--- src/rtl/bios_loader.sv ---
// bios_loader: boot-time copy engine. Moves a program image from the disk
// interface into instruction memory one word at a time, then pulses done.
//
// Ports
//   clock, reset        rising-edge clock, asynchronous active-low reset
//   start               begin a transfer (sampled only in IDLE)
//   srcBase/dstBase     first disk / memory word address
//   length              word count, 0..2^ADDR_WIDTH
//   expectedSum         reference checksum (checksum build only)
//   diskReq/diskAddr    read request, held until diskAck
//   diskAck/diskData    read data valid this cycle
//   memWe/memAddr/memData  instruction memory write port (one cycle per word)
//   busy, done          not-IDLE flag, one-cycle completion pulse
//   count               words written in the current/last transfer
//   checksum, sumError  running sum of written words, mismatch flag
//
// Build option: define BIOS_LOADER_CHECKSUM_EN to enable checksum/sumError;
// otherwise both are tied to zero and expectedSum is ignored.

module bios_loader #(
  parameter int DATA_WIDTH      = 32,
  parameter int ADDR_WIDTH      = 10,
  parameter int DISK_ADDR_WIDTH = 12
) (
  input  logic                       clock,
  input  logic                       reset,
  input  logic                       start,
  input  logic [DISK_ADDR_WIDTH-1:0] srcBase,
  input  logic [ADDR_WIDTH-1:0]      dstBase,
  input  logic [ADDR_WIDTH:0]        length,
  input  logic [DATA_WIDTH-1:0]      expectedSum,
  output logic                       diskReq,
  output logic [DISK_ADDR_WIDTH-1:0] diskAddr,
  input  logic                       diskAck,
  input  logic [DATA_WIDTH-1:0]      diskData,
  output logic                       memWe,
  output logic [ADDR_WIDTH-1:0]      memAddr,
  output logic [DATA_WIDTH-1:0]      memData,
  output logic                       busy,
  output logic                       done,
  output logic [ADDR_WIDTH:0]        count,
  output logic [DATA_WIDTH-1:0]      checksum,
  output logic                       sumError
);

  typedef enum logic [1:0] {IDLE, READ, WRITE, DONE} state_t;

  state_t                     state, state_next;
  logic [DISK_ADDR_WIDTH-1:0] src;
  logic [ADDR_WIDTH-1:0]      dst;
  logic [ADDR_WIDTH:0]        len;
  logic [ADDR_WIDTH:0]        cnt;
  logic [ADDR_WIDTH:0]        cnt_inc;
  logic [DATA_WIDTH-1:0]      word;
  logic                       last_word;

  assign cnt_inc   = cnt + 1'b1;
  assign last_word = (cnt_inc == len);

  // State register
  always_ff @(posedge clock or negedge reset) begin
    if (!reset) state <= IDLE;
    else        state <= state_next;
  end

  // Next-state logic
  always_comb begin
    state_next = state;
    case (state)
      IDLE:  if (start) state_next = (length != '0) ? READ : DONE;
      READ:  if (diskAck) state_next = WRITE;
      WRITE: state_next = last_word ? DONE : READ;
      DONE:  state_next = IDLE;
      default: state_next = IDLE;
    endcase
  end

  // Datapath: latched transfer parameters, captured word, word counter.
  // Addresses wrap naturally at their register width.
  always_ff @(posedge clock or negedge reset) begin
    if (!reset) begin
      src  <= '0;
      dst  <= '0;
      len  <= '0;
      cnt  <= '0;
      word <= '0;
    end else begin
      case (state)
        IDLE: if (start) begin
          src <= srcBase;
          dst <= dstBase;
          len <= length;
          cnt <= '0;
        end
        READ: if (diskAck) word <= diskData;
        WRITE: begin
          cnt <= cnt_inc;
          src <= src + 1'b1;
          dst <= dst + 1'b1;
        end
        default: ;
      endcase
    end
  end

  assign diskReq  = (state == READ);
  assign diskAddr = src;
  assign memWe    = (state == WRITE);
  assign memAddr  = dst;
  assign memData  = word;
  assign busy     = (state != IDLE);
  assign done     = (state == DONE);
  assign count    = cnt;

`ifdef BIOS_LOADER_CHECKSUM_EN
  logic [DATA_WIDTH-1:0] sum;
  logic [DATA_WIDTH-1:0] sum_next;
  logic                  err;

  assign sum_next = sum + word;

  // The error flag is evaluated on the edge that enters DONE, so it has to
  // compare the sum including the word being written on that same edge.
  // A zero-length transfer enters DONE straight from IDLE with a cleared sum.
  always_ff @(posedge clock or negedge reset) begin
    if (!reset) begin
      sum <= '0;
      err <= 1'b0;
    end else begin
      case (state)
        IDLE: if (start) begin
          sum <= '0;
          err <= (length == '0) ? (expectedSum != '0) : 1'b0;
        end
        WRITE: begin
          sum <= sum_next;
          if (last_word) err <= (sum_next != expectedSum);
        end
        default: ;
      endcase
    end
  end

  assign checksum = sum;
  assign sumError = err;
`else
  logic unused_expected_sum;
  assign unused_expected_sum = ^expectedSum;
  assign checksum = '0;
  assign sumError = 1'b0;
`endif

endmodule
--- config.mk ---
export PLATFORM = sky130hd
export DESIGN_NAME = bios_loader
export DESIGN_NICKNAME = d
export VERILOG_FILES = /design/src/rtl/bios_loader.sv
export SDC_FILE = /design/constraint.sdc
export NUM_CORES = 1
export LEC_CHECK = 0
export CAP_MARGIN = 20
export CORE_MARGIN = 5
export CORE_UTILIZATION = 44
export CTS_CLUSTER_DIAMETER = 200
export DETAILED_ROUTE_END_ITERATION = 6
export PLACE_DENSITY = 0.83
export SKIP_CTS_REPAIR_TIMING = 1
export SYNTH_ARGS = -nofsm -noshare
export SYNTH_HDL_FRONTEND = slang
export SYNTH_SLANG_ARGS = --single-unit
--- constraint.sdc ---
create_clock -name clock -period 4.5 [get_ports clock]
set_clock_uncertainty 0.2 [all_clocks]
set_input_delay 0.9 -clock clock [delete_from_list [all_inputs] [get_ports clock]]
set_output_delay 0.9 -clock clock [all_outputs]
set_load 0.02 [all_outputs]
---- After elaboration in Yosys (flattened, before gate mapping) ----
Index checks and enable logic that the tools add are counted.
storage, ports and cells
  register bits after elaboration ......... 78
  bits of input ports ..................... 101
  output and inout port bits .............. 102
  word-level logic and storage cells ...... 34
cells by class
  add/sub/neg operators ................... 3
  equality and inequality tests ........... 6
  muxes and demuxes ....................... 11
  reductions and logical operators ........ 8
operators with widths
  kind                   count
  $pmux 12 s2            1
  $pmux 11 s2            1
  $pmux 10 s2            1
  $add 12x1->12 const B  1
  $mux 12                1
  $add 11x1->11 const B  1
  $eq 11x11->1           1
  $mux 11                1
  $reduce_bool 11->1     1
  $add 10x1->10 const B  1
  $mux 10                1
  $mux 2                 4
  $pmux 2 s4             1
  $reduce_and 2->1       4
  $eq 2x2->1 const B     2
  $reduce_bool 2->1      2
  $eq 2x1->1 const B     1
  $logic_not 2->1        1
  $ne 2x1->1 const B     1
  $ne 2x2->1 const B     1

---- Depth between registers and ports, before layout ----
Gate-level depths: netlist of run 1.
  depth in word-level cells ............... 4
  gate-level depth with buffers ........... 8
  depth with buffers taken out ............ 6

---- Worst setup path before layout of run 1 ----
Ideal clock, no wire load.
  path kind ............................... register to register
  start point ............................. register cnt[0], in the netlist count[0]
  end point ............................... register state[1]
  library setup time ...................... 95 ps
  data arrival time ....................... 1900 ps
  data required time ...................... 4205 ps
  setup slack ............................. 2305 ps
  cell stages (with the launch flop) ...... 8
  buffers on the path ..................... 1
  period minus slack after synthesis ...... 2195 ps
  path through ............................ dfrtp_1 > ha_1 > buf_4 > nand2_1 > or4b_1 > a32oi_1 > nand4_1 > o31ai_1
on the way
  longest elaborated chain between the ends .. 4
RTL lines
  item                    line  text
  from (decl)             52    logic [ADDR_WIDTH:0] cnt;
  from (signal assigned)  97    cnt <= cnt_inc;
  $add 11x1->11           57    assign cnt_inc = cnt + 1'b1;
  $eq 11x11->1            58    assign last_word = (cnt_inc == len);
  $mux 2                  72    WRITE: state_next = last_word ? DONE : READ;
  $pmux 2 s4              69    case (state)
  to (signal assigned)    63    else state <= state_next;
  to (decl)               48    state_t state, state_next;
No other way between the ends.
A chain may end at the register's enable or synchronous reset.

---- Worst setup path after layout of run 1 ----
  start point ............................. register state[1]
  end point ............................... output done
on the way
  longest elaborated chain between the ends .. 1
RTL lines
  item        line  text
  $eq 2x2->1  112   assign done = (state == DONE);
  to (decl)   40    output logic done,
No other way between the ends.

==> run summary, run 1 <==
Yosys cell types - 48
Post-DP HPWL - 8.297 mm
final core utilization - 62.14%
clk buf depth - 2
register area share after synthesis - 46.99%
drt pass-1 iters - 4
RePlAce Congestion - 0.9205
Tcrit/Tclk final - 67.55%
status - completed
Slew Viols, Final - 0
Static Leak - 2.318 nW
TritonCTS clock tree - done
Setup crit end kind - output pin
VDD IR max - 0.3977 mV
Ports - 203
GRT Total Usage - 19.88%
setup TNS - 0 ns
Synth Register Bits - 78
Max Fclk - 329.0 MHz
power per standard cell area - 657.0 nW/µm²
largest area contributor in the netlist - dfrtp_1
via count - 3,638
CP startpoint kind - register
RSZ-0062 raised after global routing - no
Rows - 35
hold_ws - 0.1516 ns
grt ovf - 0
FFs w/ async S/R, synth - 100.0%
critical path data arrival time - 1.94 ns
critical path class - register to output pin
DRT iter0 DRCs - 152
Routed WL - 11.30 mm
residual DRC count - 0
clk root buf - clkbuf_8
ranking of synthesized cells by area - dfrtp_1 47%, mux2_2 11%, buf_4 6.3%, a21oi_1 3.1%, o21ai_0 2.8%
number of global-route vias before repair - 3,685
Worst-path clk slew - 0.08 ns
setup violators final - 0
ys flop type - dfrtp_1
endpoints failing hold - 0
worst slew pin tran - 0.9381 ns
# clock sinks - 78
Num CTS Buffers - 9
Die ar. - 11,480 µm²
min Tclk post-route - 3.040 ns
diodes inserted - 0
Die H - 107.2 µm
global-route wire length before repair - 18.24 mm
H-tree depth - 3
Syn Std Cell Area - 4154 µm²
average wire per standard cell - 16.55 µm
post-route ant nets - 0
Avg Synthesized Cell Area - 10.01 µm²
Mapped Cells - 415
largest net degree at the start of global routing - 79
WP data required - 3.40 ns
max-cap viol count - 0
share of the synthesized area in the top cell type - 46.99%
worst rel slew slack - 37.31%
clk_lat worst skew - 0.34 ns
Vias/cell - 5.327
Hold/Removal Path Class - input pin to asynchronous set/reset pin
Initial Utilization - 44.96%
CORE AREA - 9240 µm²
Post-synth EDFFs - 0
Layout area overhead - 38.22%
final layout net count - 653
port bufs - 137
Die X - 107.2 µm
Fill cells - 747
fraction of layout cells with a size suffix above 1 - 12.45%
yosys warns - 0
top fanout value on the critical path - 36
initial antenna violation count - 0
[power breakdown]
| group | internal [W] | switching, W |
|---|---|---|
| combinational | 0.000954 | 0.000989 |
| clock | 0.000272 | 0.000261 |
| sequential | 0.00101 | 0.000286 |
| total | 0.00224 | 0.00154 |
[layout by cell type, fill, tap and decap left out, types with 2 or more instances in the layout]
cell type          n
a41oi_1            2
nand3_1           18
clkinvlp_4         2
nor2_1            25
a21oi_1           26
nor4_1             4
dfrtp_1           78
nor3_1             8
ha_1               3
a31oi_1            6
xnor2_1           11
or3_1              2
a22o_1             2
o22ai_1            7
and3_1             2
conb_1            33
a222oi_1           2
a211oi_1           4
nand2b_1           2
mux2_2            42
xor2_1             6
and4_1             2
nand4_1           10
nor2b_1            3
a311oi_1           2
o31a_1             3
buf_4              9
a2bb2oi_1          2
o21ai_0           22
nand2_1           29
o32ai_1            4
clkdlybuf4s50_1  136
inv_1             14
o31ai_1            4
clkbuf_8          10
[logic make-up after synthesis]
| logic type | Yosys count | synth area share [%] |
|---|---|---|
| AO/OA/AOI/OAI | 94 | 14.40 |
| XOR/XNOR | 17 | 3.584 |
| adder cells (fa/ha/maj) | 3 | 0.9037 |
| buffers and inverters | 70 | 9.789 |
| flip-flops | 78 | 46.99 |
| multiplexers | 42 | 11.39 |
| other | 1 | 0.09027 |
| AND/OR/NAND/NOR | 110 | 12.86 |
[cell usage after synthesis (10+ instances only)]
| cell | count |
|---|---|
| a21oi_1 | 26 |
| nor2_1 | 25 |
| mux2_2 | 42 |
| xnor2_1 | 11 |
| o21ai_0 | 23 |
| inv_1 | 14 |
| dfrtp_1 | 78 |
| buf_4 | 35 |
| nand2_1 | 29 |
| nand3_1 | 18 |
| nand4_1 | 10 |
| buf_2 | 10 |
[area by class of cell]
type / count / area, µm² / share of cell area, %
Sequential cell: 78 / 1952 / 33.99
Inverter: 15 / 56.30 / 0.9806
Clock buffer: 11 / 141.4 / 2.462
Tap cell: 129 / 161.4 / 2.811
Timing Repair Buffer: 146 / 1456 / 25.37
Clock inverter: 5 / 58.81 / 1.024
Multi-Input combinational cell: 299 / 1916 / 33.36
[metrics by stage]
step           cell area [µm²]  instances  total power (W)  setup slack (ns)
2_1_floorplan             4274        447         0.002403             2.305
3_3_place_gp              5514        666         0.003182             1.251
3_5_place_dp              5514        666         0.003255             1.230
4_1_cts                   5714        682         0.003805             1.456
5_1_grt                   5742        683         0.004028             1.362
6_report                  5742        683         0.003773             1.460
[registers in the layout, indices dropped and copies added, names as in the netlist]
register,flops
memData,32
memAddr,10
diskAddr,12
count,11
state,2
len,11
[worst max-delay path, cell delays in order, from the launching register on]
cell and delay [ns]:
dfrtp_1 0.32, buf_4 0.33, clkinv_1 0.17, nor2_1 0.14, clkdlybuf4s50_1 0.62
[routing by layer]
layer / track usage (%) / routed length (µm)
met5: 0 / 0
met4: 8.128 / 256
met3: 7.586 / 1221
met2: 31.81 / 5434
met1: 24.02 / 4388
[final timing paths]
path / start / end / slack (ns) / cells past startpoint
setup / recovery: state[1]$_DFFE_PN0P_ / done / 1.46 / 4
hold / removal: reset / memData[27]$_DFFE_PN0P_ / 0.15 / 1
setup reg to reg: state[1]$_DFFE_PN0P_ / count[6]$_DFFE_PN0P_ / 1.93 / 7
hold reg to reg: memData[12]$_DFFE_PN0P_ / memData[12]$_DFFE_PN0P_ / 0.31 / 1
max in group asynchronous: reset / diskAddr[1]$_DFFE_PN0P_ / 3.39 / 2
min in group clock: memData[12]$_DFFE_PN0P_ / memData[12]$_DFFE_PN0P_ / 0.31 / 1
Note: power is estimated with default switching activity, not from simulation.
==> run 2: changes to the inputs <==
Settings changed: CORE_UTILIZATION 44 to 37, PLACE_DENSITY 0.83 to 0.74.
Clock period 4.5 ns to 2.5 ns, I/O delays scaled along.
==> run summary, run 2 (synthesis results as in run 1) <==
drt pass-1 iters - 5
clk_lat worst skew - 0.34 ns
Slew Viols, Final - 0
Die X - 116.0 µm
Setup crit start - state[0]$_DFFE_PN0P_
via count - 3,724
port bufs - 137
R2R Path Start - count[1]$_DFFE_PN0P_
Rows - 38
CP Capture Point - diskReq
DRT iter0 DRCs - 335
RePlAce Congestion - 0.8958
r2r endpoint - state[1]$_DFFE_PN0P_
average wire per standard cell - 16.61 µm
Pwr Total - 0.007219 W
VDD IR max - 0.6421 mV
setup ws final - 0.07418 ns
reg2reg setup slack - 0.31 ns
diodes inserted - 0
Vias/cell - 5.297
Num CTS Buffers - 9
post-route ant nets - 0
Static Leak - 2.446 nW
RSZ-0062 raised after global routing - no
max-cap viol count - 0
fraction of layout cells with a size suffix above 1 - 14.03%
Worst-path clk slew - 0.06 ns
number of global-route vias before repair - 3,712
TritonCTS clock tree - done
Hold/Removal Path Class - register to register
clk root buf - clkbuf_16
Tcrit/Tclk final - 97.03%
Initial Utilization - 37.99%
largest net degree at the start of global routing - 49
top fanout value on the critical path - 10
Die H - 116.0 µm
Layout area overhead - 43.22%
residual DRC count - 0
Fill cells - 964
final layout net count - 662
max FFs per register - 32
H-tree depth - 3
dpl ws - 0.2868 ns
clk buf depth - 2
design area - 5949 µm²
Die ar. - 13,450 µm²
GRT Total Usage - 17.43%
Routed WL - 11.68 mm
setup violators final - 0
endpoints failing hold - 0
Max Fclk - 412.2 MHz
most frequent cells in the layout - 133 x clkdlybuf4s50_1, 78 x dfrtp_1, 42 x mux2_2, 33 x conb_1, 29 x nand2_1
Hold Crit Depth - 1
Setup crit end kind - output pin
commonest non-fill, non-tap cell in the layout - clkdlybuf4s50_1
CP startpoint kind - register
r2r worst-path depth - 7
status - completed
grt ovf - 0
critical path data arrival time - 1.73 ns
setup TNS - 0 ns
Ports - 203
final core utilization - 54.41%
Area after DPL - 5637 µm²
critical path class - register to output pin
initial antenna violation count - 0
WP data required - 1.80 ns
CORE AREA - 10,940 µm²
Post-DP HPWL - 8.671 mm
global-route wire length before repair - 18.58 mm
# clock sinks - 78
power per standard cell area - 1213 nW/µm²
min Tclk post-route - 2.426 ns
run 2: worst min-delay path by stage:
stage                                        from                 endpoint  slack, ns
after floorplan                             reset     count[0]$_DFFE_PN0P_      0.004
after global placement                      reset  memData[30]$_DFFE_PN0P_       0.25
after detailed placement                    reset  memData[28]$_DFFE_PN0P_       0.26
after CTS                                   reset  memData[28]$_DFFE_PN0P_      -0.10
after global routing      memData[20]$_DFFE_PN0P_  memData[20]$_DFFE_PN0P_       0.32
final                     memData[29]$_DFFE_PN0P_  memData[29]$_DFFE_PN0P_       0.30
run 2: cell type report:
| cell class | instances | area, µm² | area share, % |
|---|---|---|---|
| clock buffer | 10 | 229.0 | 3.849 |
| clock inverter | 6 | 62.56 | 1.052 |
| inverter | 15 | 60.06 | 1.009 |
| multi-input combinational | 299 | 1919 | 32.26 |
| sequential | 78 | 1952 | 32.81 |
| tap | 140 | 175.2 | 2.944 |
| timing repair buffer | 155 | 1551 | 26.08 |
run 2: routing by layer:
metal  GRT usage (%)  part of all wire [%]
met5               0                     0
met4           6.110                   2.1
met3           7.154                    11
met2           27.35                    48
met1           21.76                    39
run 2: critical path, stage by stage, from the launching register on:
cell,delay (ns)
dfrtp_1,0.34
buf_4,0.19
nor2b_1,0.22
clkdlybuf4s50_1,0.64
run 2: where the power goes:
part           leakage [nW]  total (W)  internal (W)  switching [W]
Combinational          1.38    0.00362       0.00178        0.00184
Sequential            0.928    0.00231       0.00183       0.000485
Clock                 0.134    0.00129      0.000770       0.000522
Total                  2.45    0.00722       0.00438        0.00284
run 2: metrics by stage:
stage | cells | hold WS [ns]
floorplan | 447 | 0.004409
global placement | 686 | 0.2542
detailed placement | 686 | 0.2585
CTS | 702 | -0.1007
global route | 703 | 0.3183
finish | 703 | 0.3010
==> run 3: changes to the inputs <==
Settings changed: CORE_MARGIN 5 to 8.
==> run summary, run 3 (synthesis results as in run 1) <==
Post-DP HPWL - 9.400 mm
Fill cells - 992
Num CTS Buffers - 9
endpoints failing hold - 0
Hold Crit Depth - 1
R2R Path Start - count[1]$_DFFE_PN0P_
r2r endpoint - state[1]$_DFFE_PN0P_
CORE AREA - 10,890 µm²
Die H - 122.0 µm
grt ovf - 0
worst rel slew slack - 65.74%
CP startpoint kind - register
Setup crit start - count[5]$_DFFE_PN0P_
Rows - 38
diodes inserted - 0
post-route ant nets - 0
most frequent cells in the layout - 132 x clkdlybuf4s50_1, 78 x dfrtp_1, 42 x mux2_2, 33 x conb_1, 29 x nand2_1
port bufs - 137
final layout net count - 664
drt pass-1 iters - 5
Crit path buffers/inverters - 1
Slew Viols, Final - 0
largest stage delay on the critical path - 0.68 ns
Static Leak - 2.434 nW
Area after DPL - 5652 µm²
max-cap viol count - 0
Pwr Total - 0.006893 W
reg2reg setup slack - 0.28 ns
Layout area overhead - 41.27%
r2r worst-path depth - 6
FF+latch area - 1952 µm²
GRT Total Usage - 16.26%
power per standard cell area - 1175 nW/µm²
setup violators final - 0
min Tclk post-route - 2.273 ns
clk buf depth - 2
residual DRC count - 0
Die ar. - 14,870 µm²
Worst-path clk slew - 0.09 ns
Ports - 203
Critical Path Slowest Stage Cell - clkdlybuf4s50_1
Critical Path, Cell by Cell - clkdlybuf4s50_1
Worst Hold Launch - memData[12]$_DFFE_PN0P_
RePlAce Congestion - 0.8427
DRT iter0 DRCs - 302
Hold Path Sink - memData[12]$_DFFE_PN0P_
top fanout value on the critical path - 9
clk_lat worst skew - 0.34 ns
initial antenna violation count - 0
via count - 3,654
average wire per standard cell - 17.43 µm
design area - 5868 µm²
Die X - 122.0 µm
# clock sinks - 78
TritonCTS clock tree - done
commonest non-fill, non-tap cell in the layout - clkdlybuf4s50_1
global-route wire length before repair - 19.41 mm
critical path class - register to output pin
crit-path leading delay family - buffers and inverters
Setup crit end kind - output pin
Routed WL - 12.27 mm
final core utilization - 53.90%
setup TNS - 0 ns
Hold/Removal Path Class - register to register
clk root buf - clkbuf_8
number of global-route vias before repair - 3,773
WP data required - 1.80 ns
RSZ-0062 raised after global routing - no
critical path data arrival time - 1.57 ns
Max Fclk - 439.9 MHz
largest net degree at the start of global routing - 44
max FFs per register - 32
Tcrit/Tclk final - 90.93%
worst slew pin tran - 0.5139 ns
multi-input logic area - 1919 µm²
Vias/cell - 5.190
fraction of layout cells with a size suffix above 1 - 14.18%
Initial Utilization - 38.15%
VDD IR max - 0.6429 mV
status - completed
H-tree depth - 3
## run 3: changes by cell type in the layout (fill, tap and decap cells not counted), sizes merged
cell,before,now
buf,18,20
dlymetal6s2s,3,4
clkinv,3,2
clkinvlp,4,2
clkdlybuf4s50,133,132
inv,13,15
## run 3: layout make-up
| class | instances | share of cell area [%] |
|---|---|---|
| clock buffers | 10 | 2.345 |
| clock inverters | 5 | 1.002 |
| inverters | 15 | 0.9595 |
| multi-input cells | 299 | 32.71 |
| flip-flops and latches | 78 | 33.26 |
| well taps | 140 | 2.985 |
| repair buffers | 157 | 26.74 |
## run 3: power by group
part           internal, W  switching [W]  leakage (nW)  total [W]
logic              0.00178        0.00184          1.41    0.00362
clock network     0.000485       0.000483        0.0948   0.000968
registers          0.00182       0.000482         0.928    0.00230
total              0.00409        0.00280          2.43    0.00689
## run 3: per-stage QoR
stage	setup slack (ns)	hold slack, ns	instances
floorplan	0.3050	0.004409	447
global placement	0.2726	0.2875	688
detailed placement	0.3048	0.2926	688
CTS	0.005310	-0.09097	703
global route	0.1358	0.3225	704
finish	0.2267	0.3069	704
## run 3: how the worst max path moves through the flow
stage / end / slack, ns / depth (start not counted)
floorplan: state[1]$_DFFE_PN0P_ / 0.30 / 7
finish: count[5] / 0.23 / 1
global route: state[1]$_DFFE_PN0P_ / 0.14 / 6
CTS: diskReq / 0.005 / 3
global placement: state[1]$_DFFE_PN0P_ / 0.27 / 6
detailed placement: state[1]$_DFFE_PN0P_ / 0.30 / 6
## run 3: worst reg2reg max path, stage by stage (launching register included)
cell and delay, ns:
dfrtp_1 0.43, ha_1 0.20, nand2_1 0.15, or4b_1 0.53, a32oi_1 0.18, nand4_1 0.11, o31ai_1 0.31
## run 3: metal layers
layer | track usage (%) | part of all wire [%] | vias to the layer above
met5 | 0 | 0 | -
met4 | 6.399 | 1.5 | 0
met3 | 8.144 | 13 | 11
met2 | 25.01 | 46 | 172
met1 | 19.00 | 39 | 1755
li1 | - | - | 1716
